File: src/rtl/hlsm_drv_pkg.sv
// hlsm_drv_pkg: shared widths, defaults, FSM encoding and operand-job record for hlsm_driver.
package hlsm_drv_pkg;
   localparam int DATA_W         = 32;
   localparam int DEF_DEPTH      = 4;
   localparam int DEF_WAIT_LIMIT = 32;
   typedef enum logic [1:0] {ST_IDLE, ST_LAUNCH, ST_WAIT, ST_HOLD} state_t;
   typedef struct packed {
      logic signed [DATA_W-1:0] a;
      logic signed [DATA_W-1:0] b;
      logic signed [DATA_W-1:0] c;
      logic signed [DATA_W-1:0] one;
   } op_t;
endpackage

File: src/rtl/hlsm_op_fifo.sv
// hlsm_op_fifo: synchronous FIFO of operand jobs with occupancy count; push when full / pop when empty are ignored.
module hlsm_op_fifo
   import hlsm_drv_pkg::*;
#(
   parameter int DEPTH = DEF_DEPTH
) (
   input  logic                     Clk,
   input  logic                     Rst,
   input  logic                     push_i,
   input  op_t                      din_i,
   input  logic                     pop_i,
   output op_t                      dout_o,
   output logic [$clog2(DEPTH):0]   count_o
);
   localparam int AW = $clog2(DEPTH);
   localparam int CW = AW + 1;
   op_t            mem_q [DEPTH];
   logic [AW-1:0]  wr_q, rd_q;
   logic [CW-1:0]  cnt_q;
   logic           push_ok, pop_ok;
   assign push_ok = push_i && cnt_q != CW'(DEPTH);
   assign pop_ok  = pop_i && cnt_q != '0;
   assign dout_o  = mem_q[rd_q];
   assign count_o = cnt_q;
   always_ff @(posedge Clk) begin
      if (push_ok) mem_q[wr_q] <= din_i;
   end
   // Pointers wrap naturally because DEPTH is a power of two.
   always_ff @(posedge Clk) begin
      if (Rst) begin
         wr_q  <= '0;
         rd_q  <= '0;
         cnt_q <= '0;
      end else begin
         wr_q  <= wr_q + AW'(push_ok);
         rd_q  <= rd_q + AW'(pop_ok);
         cnt_q <= cnt_q + CW'(push_ok) - CW'(pop_ok);
      end
   end
endmodule

File: src/rtl/hlsm_driver.sv
// hlsm_driver: queues operand jobs and runs them one at a time through a downstream HLSM,
// holding each result for a consumer and flagging jobs whose Done never arrives.
module hlsm_driver
   import hlsm_drv_pkg::*;
#(
   parameter int DEPTH      = DEF_DEPTH,
   parameter int WAIT_LIMIT = DEF_WAIT_LIMIT
) (
   input  logic                      Clk,
   input  logic                      Rst,
   input  logic                      in_valid,
   output logic                      in_ready,
   input  logic signed [DATA_W-1:0]  in_a,
   input  logic signed [DATA_W-1:0]  in_b,
   input  logic signed [DATA_W-1:0]  in_c,
   input  logic signed [DATA_W-1:0]  in_one,
   output logic signed [DATA_W-1:0]  hl_a,
   output logic signed [DATA_W-1:0]  hl_b,
   output logic signed [DATA_W-1:0]  hl_c,
   output logic signed [DATA_W-1:0]  hl_one,
   output logic                      hl_start,
   input  logic                      hl_done,
   input  logic signed [DATA_W-1:0]  hl_x,
   input  logic signed [DATA_W-1:0]  hl_z,
   output logic                      out_valid,
   input  logic                      out_ready,
   output logic signed [DATA_W-1:0]  out_x,
   output logic signed [DATA_W-1:0]  out_z,
   output logic [$clog2(DEPTH):0]    fifo_count,
   output logic                      err
);
   localparam int CNTW = $clog2(DEPTH) + 1;
   localparam int WCW  = $clog2(WAIT_LIMIT + 1);
   state_t                    state_q;
   op_t                       op_q, head, push_op;
   logic [WCW-1:0]            wcnt_q;
   logic                      done_q, start_q, valid_q, err_q;
   logic                      push, pop, done_ev;
   logic signed [DATA_W-1:0]  x_q, z_q;
   assign in_ready  = fifo_count < CNTW'(DEPTH);
   assign push      = in_valid && in_ready;
   assign pop       = state_q == ST_IDLE && fifo_count != '0;
   // Only a rising Done counts, so a level left high by the previous job is ignored.
   assign done_ev   = hl_done && !done_q;
   assign push_op   = '{a: in_a, b: in_b, c: in_c, one: in_one};
   assign hl_a      = op_q.a;
   assign hl_b      = op_q.b;
   assign hl_c      = op_q.c;
   assign hl_one    = op_q.one;
   assign hl_start  = start_q;
   assign out_valid = valid_q;
   assign out_x     = x_q;
   assign out_z     = z_q;
   assign err       = err_q;
   hlsm_op_fifo #(.DEPTH(DEPTH)) u_fifo (
      .Clk     (Clk),
      .Rst     (Rst),
      .push_i  (push),
      .din_i   (push_op),
      .pop_i   (pop),
      .dout_o  (head),
      .count_o (fifo_count)
   );
   always_ff @(posedge Clk) begin
      if (Rst) begin
         state_q <= ST_IDLE;
         op_q    <= '0;
         wcnt_q  <= '0;
         done_q  <= 1'b0;
         start_q <= 1'b0;
         valid_q <= 1'b0;
         err_q   <= 1'b0;
         x_q     <= '0;
         z_q     <= '0;
      end else begin
         done_q  <= hl_done;
         start_q <= 1'b0;
         case (state_q)
            ST_IDLE: if (pop) begin
               op_q    <= head;
               start_q <= 1'b1;
               state_q <= ST_LAUNCH;
            end
            ST_LAUNCH: begin
               wcnt_q  <= '0;
               state_q <= ST_WAIT;
            end
            ST_WAIT: if (done_ev) begin
               x_q     <= hl_x;
               z_q     <= hl_z;
               valid_q <= 1'b1;
               state_q <= ST_HOLD;
            end else if (wcnt_q == WCW'(WAIT_LIMIT - 1)) begin
               err_q   <= 1'b1;
               state_q <= ST_IDLE;
            end else begin
               wcnt_q  <= wcnt_q + 1'b1;
            end
            ST_HOLD: if (out_ready) begin
               valid_q <= 1'b0;
               state_q <= ST_IDLE;
            end
         endcase
      end
   end
endmodule

File: config.mk
export PLATFORM = sky130hd
export DESIGN_NAME = hlsm_driver
export DESIGN_NICKNAME = d
export VERILOG_FILES = /design/src/rtl/hlsm_drv_pkg.sv /design/src/rtl/hlsm_op_fifo.sv /design/src/rtl/hlsm_driver.sv
export SDC_FILE = /design/constraint.sdc
export NUM_CORES = 1
export LEC_CHECK = 0
export BUFFER_PORTS_ARGS = -buffer_cell sky130_fd_sc_hd__buf_2
export CAP_MARGIN = 5
export CORE_MARGIN = 1
export CORE_UTILIZATION = 35
export CTS_BUF_LIST = sky130_fd_sc_hd__clkbuf_8
export DETAILED_ROUTE_END_ITERATION = 8
export GPL_TIMING_DRIVEN = 0
export MAX_ROUTING_LAYER = met4
export PLACE_DENSITY_LB_ADDON = 0.3
export SLEW_MARGIN = 30
export SYNTH_ARGS = -nofsm -noshare
export SYNTH_HDL_FRONTEND = slang
export SYNTH_SLANG_ARGS = --single-unit
File: constraint.sdc
create_clock -name Clk -period 20.6 [get_ports Clk]
set_input_delay 3.09 -clock Clk [delete_from_list [all_inputs] [get_ports Clk]]
set_output_delay 3.09 -clock Clk [all_outputs]
set_load 0.1 [all_outputs]
==> results of run 1 <==
worst register-to-register path, stage by stage, from the launching register on:
cell	delay [ns]
dfxtp_1	0.37
nor2b_1	0.36
nor3b_2	0.68
buf_6	0.23
buf_4	0.17
buf_4	0.19
buf_4	0.18
buf_4	0.18
buf_4	0.20
metrics by stage:
step	setup slack (ns)	instance area, um2
after global placement	-2.46	28500
after global routing	15.55	31600
after detailed placement	14.94	29200
final	15.65	31600
after CTS	15.71	31600
after floorplan	7.15	25400
area by class of cell:
type	count	area [um2]
inverter	4	15.0
clock buffer	142	1950
clock inverter	80	457
timing repair buffer	434	2560
sequential	723	19600
tap	950	1190
antenna	15	37.5
buffer	80	457
fill	6441	40000
multi-input combinational	526	5330
cell usage after synthesis (2+ instances only):
cell      instances
clkbuf_1         23
buf_2            31
buf_4            19
xnor2_1           3
mux4_2          128
nor2b_1           5
nand2_1         137
a21oi_1          69
xor2_1            2
inv_1             4
o211ai_1          2
nand2b_1          4
o21ai_0           4
ha_1              3
o31ai_1           3
nand3_1           8
and3_1            3
buf_6             6
dfxtp_1         211
edfxtp_1        512
and2b_1           2
nor2_1           12
a22o_1          128
registers in the layout (all words and copies together) (netlist names):
register	flops
hl_a	32
u_fifo.rd_q	2
out_x	32
hl_one	32
done_q	1
u_fifo.wr_q	2
u_fifo.mem_q	512
state_q	2
out_z	32
wcnt_q	6
hl_start	1
hl_b	32
u_fifo.count_o	3
err	1
hl_c	32
out_valid	1
worst paths after layout:
check                         end  slack [ns]  cells past startpoint
max          u_fifo.mem_q[0][105]       15.65                      9
min                           err        0.44                      2
max reg2reg  u_fifo.mem_q[0][105]       17.72                      8
min reg2reg                   err        0.44                      2
layer usage:
metal	GRT usage [%]	vias to the layer above	part of all wire [%]
li1	-	6458	-
met1	21.9	7229	42
met2	27.0	404	48
met3	5.41	100	7.8
met4	5.35	0	2.1
met5	-	-	0
cells by family after synthesis:
family,count (synthesis),share of synthesized area [%]
multiplexers,129,11.4
flip-flops,723,77.2
AND/OR/NAND/NOR,177,2.89
buffers and inverters,84,1.86
adder cells (fa/ha/maj),4,0.227
XOR/XNOR,5,0.173
AO/OA/AOI/OAI,211,6.23
power by group through the flow:
stage                     logic, mW  registers (mW)  clock network (mW)
after floorplan               0.535            2.88                   0
after global placement         1.85            1.98                   0
after detailed placement       1.90            1.93                   0
after CTS                      1.90            1.90                1.28
after global routing           1.96            1.92                1.35
final                          1.87            1.90                1.24
==> out/metrics.cfg, run 1 <==
[outcome]
status=finished clean

[hold_path]
hp-class=reg2reg
hold_start=err

[flow_run]
cap_violations=0

[setup_path]
crit_slowest_cell=nor3b_2
cp_top_family=buffers and inverters
r2r-start=u_fifo.count_o[2]
endpoint_kind=register
cp_num_buf_inv=7
cp_cell_sequence=buf_2 -> nor2b_1 -> nor3b_2 -> buf_6 -> buf_4 -> buf_4 -> buf_4 -> buf_4 -> buf_4
path_class=in2reg
required_ns=20.98
start_kind=input port
path_max_fanout=7
cp.arrival_ns=5.33
slowest_delay_ns=0.68
crit_path_start=in_valid
crit_top_cell=buf_4

[timing]
drv_slew=0
fin_worst_skew_ns=0.0396
slew_headroom_pct=48.5
final_hold_viol_count=0
setup_violations=0
fin_crit_sh_pct=24.0
worst_slew_pin_slew_ns=0.773
tns_ns=0
layout_min_cycle_time_ns=4.95
hold_ws_ns=0.445
fmax_mhz=202
rsz0062_at_grt=false

[grt]
grt_pass1_wl_mm=93.4
antenna_found_initial=14
grt_pass1_vias=15011
overflow=0
grt_start_max_net_pins=36
grt.total_usage_pct=17.4

[clock_network]
clkLatencyLatePin_ns=0.71
cts_tree=yes
clkTransAtPathRegs_ns=0.06
postCtsSetupBuffers=0
ctsResizeCount=0
clock-sinks=723
clock-root-buffer=clkbuf_8
numCtsBuffers=117
cts_hold_buffers=0
clockBufferDepth=3
cts-htree-levels=3

[synth]
syn_inst=1333
synth-edff-count=512
synthFlopType=edfxtp_1
synth_top_cell_by_area=edfxtp_1
netlist-cell-type-count=37
yosys-top-cells-area=edfxtp_1 (61%), dfxtp_1 (17%), mux4_2 (11%)
yosysWarningCount=0
synth.avg_cell_area_um2=19.0
syn_nets=1534
ys_seq_elements=723
async_reset_ff_share_pct=0
netlist_area_um2=25400
seq_area_frac_synth_pct=77.2
synth_top_cell_area_share_pct=60.6

[power]
vdd_drop_max_mv=0.105
power_leakage_nw=11.7
clock_power_share_pct=24.8
pwr-share-seq_pct=37.9
p_total_mw=5.02
p_per_area_nw_per_um2=159
pwr-share-comb_pct=37.4
switching_share_pct=41.7
switching_power_mw=2.09
p_int_mw=2.93

[final_layout]
final_cell_mix=edfxtp_1 (512), buf_2 (426), dfxtp_1 (211), clkbuf_8 (142), nand2_1 (137)
nets=2087
fin_cells=2954
final_common_cell=edfxtp_1
fin_util_pct=44.1
syn_to_final_growth_pct=24.5
layout-drive-gt1-share_pct=40.1

[placement]
dpl.hpwl_mm=42.2
finalWeightedCongestion=0.881
placed_cells=2717
io_buffers=395

[die]
die_width_um=271
dieHeight_um=271
ios=396
coreArea_um2=71600
start_util_pct=35.4
die_area_um2=73600
rows=98

[detailed_routing]
drtAntennaViolNets=0
drt_pass1_iterations=6
wl_mm=62.3
viasPerCell=4.80
via_count=14191
drc_errors=0
drt_iter0_markers=860
routedWlPerCell_um=21.1

Note: power is estimated with default switching activity, not from simulation.
==> inputs of run 2 (changes only) <==
==> constraint.sdc (replaced) <==
create_clock -name Clk -period 4.2 [get_ports Clk]
set_input_delay 0.63 -clock Clk [delete_from_list [all_inputs] [get_ports Clk]]
set_output_delay 0.63 -clock Clk [all_outputs]
set_load 0.1 [all_outputs]
==> out/metrics.cfg, run 2 (synthesis results as in run 1) <==
[outcome]
status=finished clean

[die]
dieHeight_um=271  ; unchanged
ios=396  ; unchanged
start_util_pct=35.4  ; unchanged
coreArea_um2=71600  ; unchanged
rows=98  ; unchanged
die_area_um2=73600  ; unchanged
die_width_um=271  ; unchanged

[clock_network]
cts_hold_buffers=0  ; unchanged
clock-sinks=723  ; unchanged
cts-htree-levels=3  ; unchanged
clkTransAtPathRegs_ns=0.06  ; about the same
ctsResizeCount=0  ; unchanged
clock-root-buffer=clkbuf_8
numCtsBuffers=117  ; unchanged
postCtsSetupBuffers=0  ; unchanged
clockBufferDepth=3  ; unchanged
clkLatencyLatePin_ns=0.73  ; +0.02 ns
cts_tree=yes

[setup_path]
cp.arrival_ns=1.68  ; -3.65 ns
required_ns=3.57  ; -17.41 ns
start_kind=register
cp_num_buf_inv=1  ; -6
path_max_fanout=5  ; -2
crit_slowest_cell=buf_2
path_class=reg2out
slowest_delay_ns=0.51  ; -0.17 ns
cp_cell_sequence=buf_2
cp.depth=1  ; -8
endpoint_kind=output pin
worstRegToRegCells=7  ; -1
cp_top_family=buffers and inverters

[final_layout]
top_register=u_fifo.mem_q
fin_area_um2=31500  ; -0.19%
nets=2080  ; -0.34%
final_cell_mix=edfxtp_1 (512), buf_2 (426), dfxtp_1 (210), nand2_1 (137), clkbuf_8 (135)
fillers=6443  ; +0.031%
layout-drive-gt1-share_pct=39.3  ; -0.79 points
largest_register_ffs=512  ; unchanged
multi_input_area_um2=5340  ; +0.26%
regArea_um2=19600  ; about the same
syn_to_final_growth_pct=24.3
final_common_cell=edfxtp_1
fin_cells=2944  ; -0.34%

[detailed_routing]
drtAntennaViolNets=0  ; unchanged
drc_errors=0  ; unchanged
via_count=14142  ; -0.35%
drt_iter0_markers=826  ; -4.0%
viasPerCell=4.80  ; about the same
routedWlPerCell_um=21.1  ; +0.24%
drt_pass1_iterations=5  ; -1
wl_mm=62.3  ; about the same

[grt]
grt_pass1_wl_mm=92.7  ; -0.67%
grt.total_usage_pct=17.4  ; -0.037 points
grt_start_max_net_pins=34  ; -5.6%
grt_pass1_vias=14759  ; -1.7%
antenna_found_initial=16  ; +2
overflow=0  ; unchanged

[timing]
rsz0062_at_grt=false
fmax_mhz=432
slew_headroom_pct=47.2  ; -1.2 points
setup_violations=0  ; unchanged
hold_ws_ns=0.112  ; -0.333 ns
fin_crit_sh_pct=55.1
final_hold_viol_count=0  ; unchanged
drv_slew=0  ; unchanged
tns_ns=0  ; unchanged
worst_slew_pin_slew_ns=0.792  ; +0.0186 ns
fin_worst_skew_ns=0.0495  ; +0.00996 ns
layout_min_cycle_time_ns=2.31
setup_slack_ns=1.89  ; -13.77 ns

[placement]
io_buffers=395  ; unchanged
dp_slack_ns=1.52  ; -13.42 ns
place_area_um2=29200  ; about the same
dpl.hpwl_mm=41.8  ; -1.1%
finalWeightedCongestion=0.859  ; -2.5%
placed_cells=2710  ; -0.26%

[hold_path]
hp-class=in2reg
whs_path_depth=1  ; -1

[flow_run]
cap_violations=0  ; unchanged

[power]
power_leakage_nw=11.7  ; -0.34%
p_per_area_nw_per_um2=777  ; +390%
vdd_drop_max_mv=0.578  ; +450%

[run 2: cell type report]
type / instances / area share [%]
sequential: 723 / 62.1
multi-input combinational: 526 / 16.9
timing repair buffer: 427 / 8.12
clock buffer: 135 / 5.89
tap: 950 / 3.77
clock inverter: 83 / 1.52
buffer: 80 / 1.45
antenna: 16 / 0.127
inverter: 4 / 0.0476
[run 2: per-layer routing]
layer,wire (um),vias to the layer above,track usage (%)
li1,-,6443,-
met1,25500,7142,21.2
met2,30700,410,27.6
met3,3810,147,4.25
met4,2210,0,7.33
met5,0,-,-
[run 2: per-stage QoR]
stage	utilization (%)	total power [mW]
finish	44.0	24.5
detailed placement	40.7	18.8
CTS	44.0	24.9
global route	44.0	25.5
floorplan	-	16.7
global placement	39.9	18.6
[run 2: final timing paths]
| check | slack (ns) | start | to |
|---|---|---|---|
| max | 1.89 | u_fifo.count_o[1] | fifo_count[1] |
| min | 0.11 | in_one[24] | u_fifo.mem_q[0][24] |
| max reg2reg | 1.95 | u_fifo.count_o[2] | u_fifo.mem_q[0][5] |
| min reg2reg | 0.44 | err | err |
[run 2: worst reg2reg max path, stage by stage, from the launching register on]
cell and delay, ns:
dfxtp_2 0.36, nor2b_4 0.18, nor3b_4 0.51, buf_8 0.22
buf_6 0.18, buf_8 0.18, buf_6 0.16, buf_6 0.16
[run 2: power breakdown]
group	internal, mW	total, mW	switching (mW)
combinational	2.20	9.21	7.01
sequential	8.84	9.31	0.473
clock	3.19	5.98	2.80
total	14.2	24.5	10.3
==> inputs of run 3 (changes only) <==
==> constraint.sdc (replaced) <==
create_clock -name Clk -period 2.3 [get_ports Clk]
set_input_delay 0.345 -clock Clk [delete_from_list [all_inputs] [get_ports Clk]]
set_output_delay 0.345 -clock Clk [all_outputs]
set_load 0.1 [all_outputs]
==> out/metrics.cfg, run 3 (synthesis results as in run 1) <==
[setup_path]
start_kind=register
path_max_fanout=10  ; +5
path_class=reg2reg
cp.arrival_ns=2.74  ; +1.06 ns
endpoint_kind=register
required_ns=2.87  ; -0.70 ns

[final_layout]
top_register=u_fifo.mem_q
largest_register_ffs=512  ; unchanged
final_common_cell=edfxtp_1
fin_area_um2=33500  ; +6.3%
nets=2277  ; +9.5%
final_cell_mix=edfxtp_1 (512), buf_2 (426), dfxtp_1 (208), dlygate4sd3_1 (194), nand2_1 (137)
fin_cells=3138  ; +6.6%
layout-drive-gt1-share_pct=36.0  ; -3.3 points
fin_util_pct=46.8  ; +2.8 points
syn_to_final_growth_pct=32.1

[flow_run]
cap_violations=0  ; unchanged

[power]
power_leakage_nw=12.5  ; +7.2%
p_per_area_nw_per_um2=1340  ; +73%
p_total_mw=45.0  ; +84%
vdd_drop_max_mv=1.48  ; +160%

[timing]
worst_slew_pin_slew_ns=0.734  ; -0.0579 ns
setup_violations=0  ; unchanged
fmax_mhz=461
slew_headroom_pct=51.1  ; +3.9 points
rsz0062_at_grt=false
drv_slew=0  ; unchanged
final_hold_viol_count=0  ; unchanged
layout_min_cycle_time_ns=2.17
fin_worst_skew_ns=0.0368  ; -0.0127 ns
fin_crit_sh_pct=94.2

[grt]
grt_pass1_wl_mm=96.1  ; +3.6%
grt_start_max_net_pins=36  ; +5.9%
grt_pass1_vias=15706  ; +6.4%
grt.total_usage_pct=17.9  ; +0.51 points
overflow=0  ; unchanged
antenna_found_initial=11  ; -5

[detailed_routing]
drc_errors=0  ; unchanged
routedWlPerCell_um=20.7  ; -2.3%
drtAntennaViolNets=0  ; unchanged
via_count=15057  ; +6.5%
drt_iter0_markers=841  ; +1.8%
wl_mm=64.8  ; +4.1%
drt_pass1_iterations=5  ; unchanged
viasPerCell=4.80  ; -0.11%

[die]
die_width_um=271  ; unchanged
rows=98  ; unchanged
ios=396  ; unchanged
die_area_um2=73600  ; unchanged
start_util_pct=35.4  ; unchanged
coreArea_um2=71600  ; unchanged
dieHeight_um=271  ; unchanged

[clock_network]
clkTransAtPathRegs_ns=0.06  ; about the same
cts_tree=yes
numCtsBuffers=117  ; unchanged
clockBufferDepth=3  ; unchanged
cts-htree-levels=3  ; unchanged
clkLatencyLatePin_ns=0.72  ; about the same
clock-sinks=723  ; unchanged
clock-root-buffer=clkbuf_8

[placement]
placed_cells=2711  ; +0.037%
dpl.hpwl_mm=43.3  ; +3.7%
place_area_um2=29200  ; +0.14%
finalWeightedCongestion=0.899  ; +4.7%
io_buffers=395  ; unchanged

[hold_path]
hp-class=in2reg

[outcome]
status=finished clean

run 3: changes by cell type in the layout (fill, tap and decap cells not counted), sizes merged:
cell | previous run | this run
inv | 58 | 57
clkinv | 25 | 28
clkbuf | 159 | 158
buf | 483 | 486
diode | 16 | 10
clkinvlp | 0 | 2
dlygate4sd3 | 0 | 194
run 3: cell type report:
| type | count | area [um2] |
|---|---|---|
| Antenna cell | 10 | 25.0 |
| Buffer | 80 | 459 |
| Clock buffer | 134 | 1840 |
| Clock inverter | 87 | 490 |
| Fill cell | 6302 | 38100 |
| Inverter | 4 | 15.0 |
| Multi-Input combinational cell | 526 | 5340 |
| Sequential cell | 723 | 19600 |
| Tap cell | 950 | 1190 |
| Timing Repair Buffer | 624 | 4550 |
run 3: stage by stage:
stage	setup TNS [ns]	hold slack [ns]	setup WS [ns]
final	0	0.183	0.132
after floorplan	-461.33	0.443	-2.04
after global placement	-1491.16	0.441	-5.21
after detailed placement	-0.966	0.445	-0.108
after CTS	0	0.0952	0.0531
after global routing	0	0.116	0.0421
run 3: power breakdown:
part	leakage (nW)	switching, mW	internal, mW
Sequential	6.40	0.871	16.1
Clock	1.38	5.03	5.77
Combinational	4.72	12.9	4.27
run 3: worst paths after layout:
kind	from	to	slack, ns	cells past startpoint
worst max register to register	u_fifo.rd_q[1]	hl_a[6]	0.13	4
worst min register to register	out_x[29]	out_x[29]	0.45	2
worst min-delay path	Rst	wcnt_q[5]	0.18	4
worst max-delay path	u_fifo.rd_q[1]	hl_a[6]	0.13	4
run 3: worst max-delay path, cell delays in order (launching register included):
cell	delay [ns]
dfxtp_1	0.38
buf_2	0.44
clkbuf_1	0.61
mux4_2	0.42
a22o_1	0.19
run 3: what timing repair did:
| item | 4_1_cts | 5_1_grt |
|---|---|---|
| hold endpoints to repair | 580 | 0 |
| setup buffers | 2 | 0 |
| endpoints found under the setup margin | 9 | 7 |
| resized for setup | 0 | 4 |
| hold buffers | 194 | 0 |
run 3: layer usage:
layer,share of wire (%),track usage (%)
met4,2.9,6.48
met2,49,28.7
met1,42,21.7
met3,5.8,4.84
met5,0,-
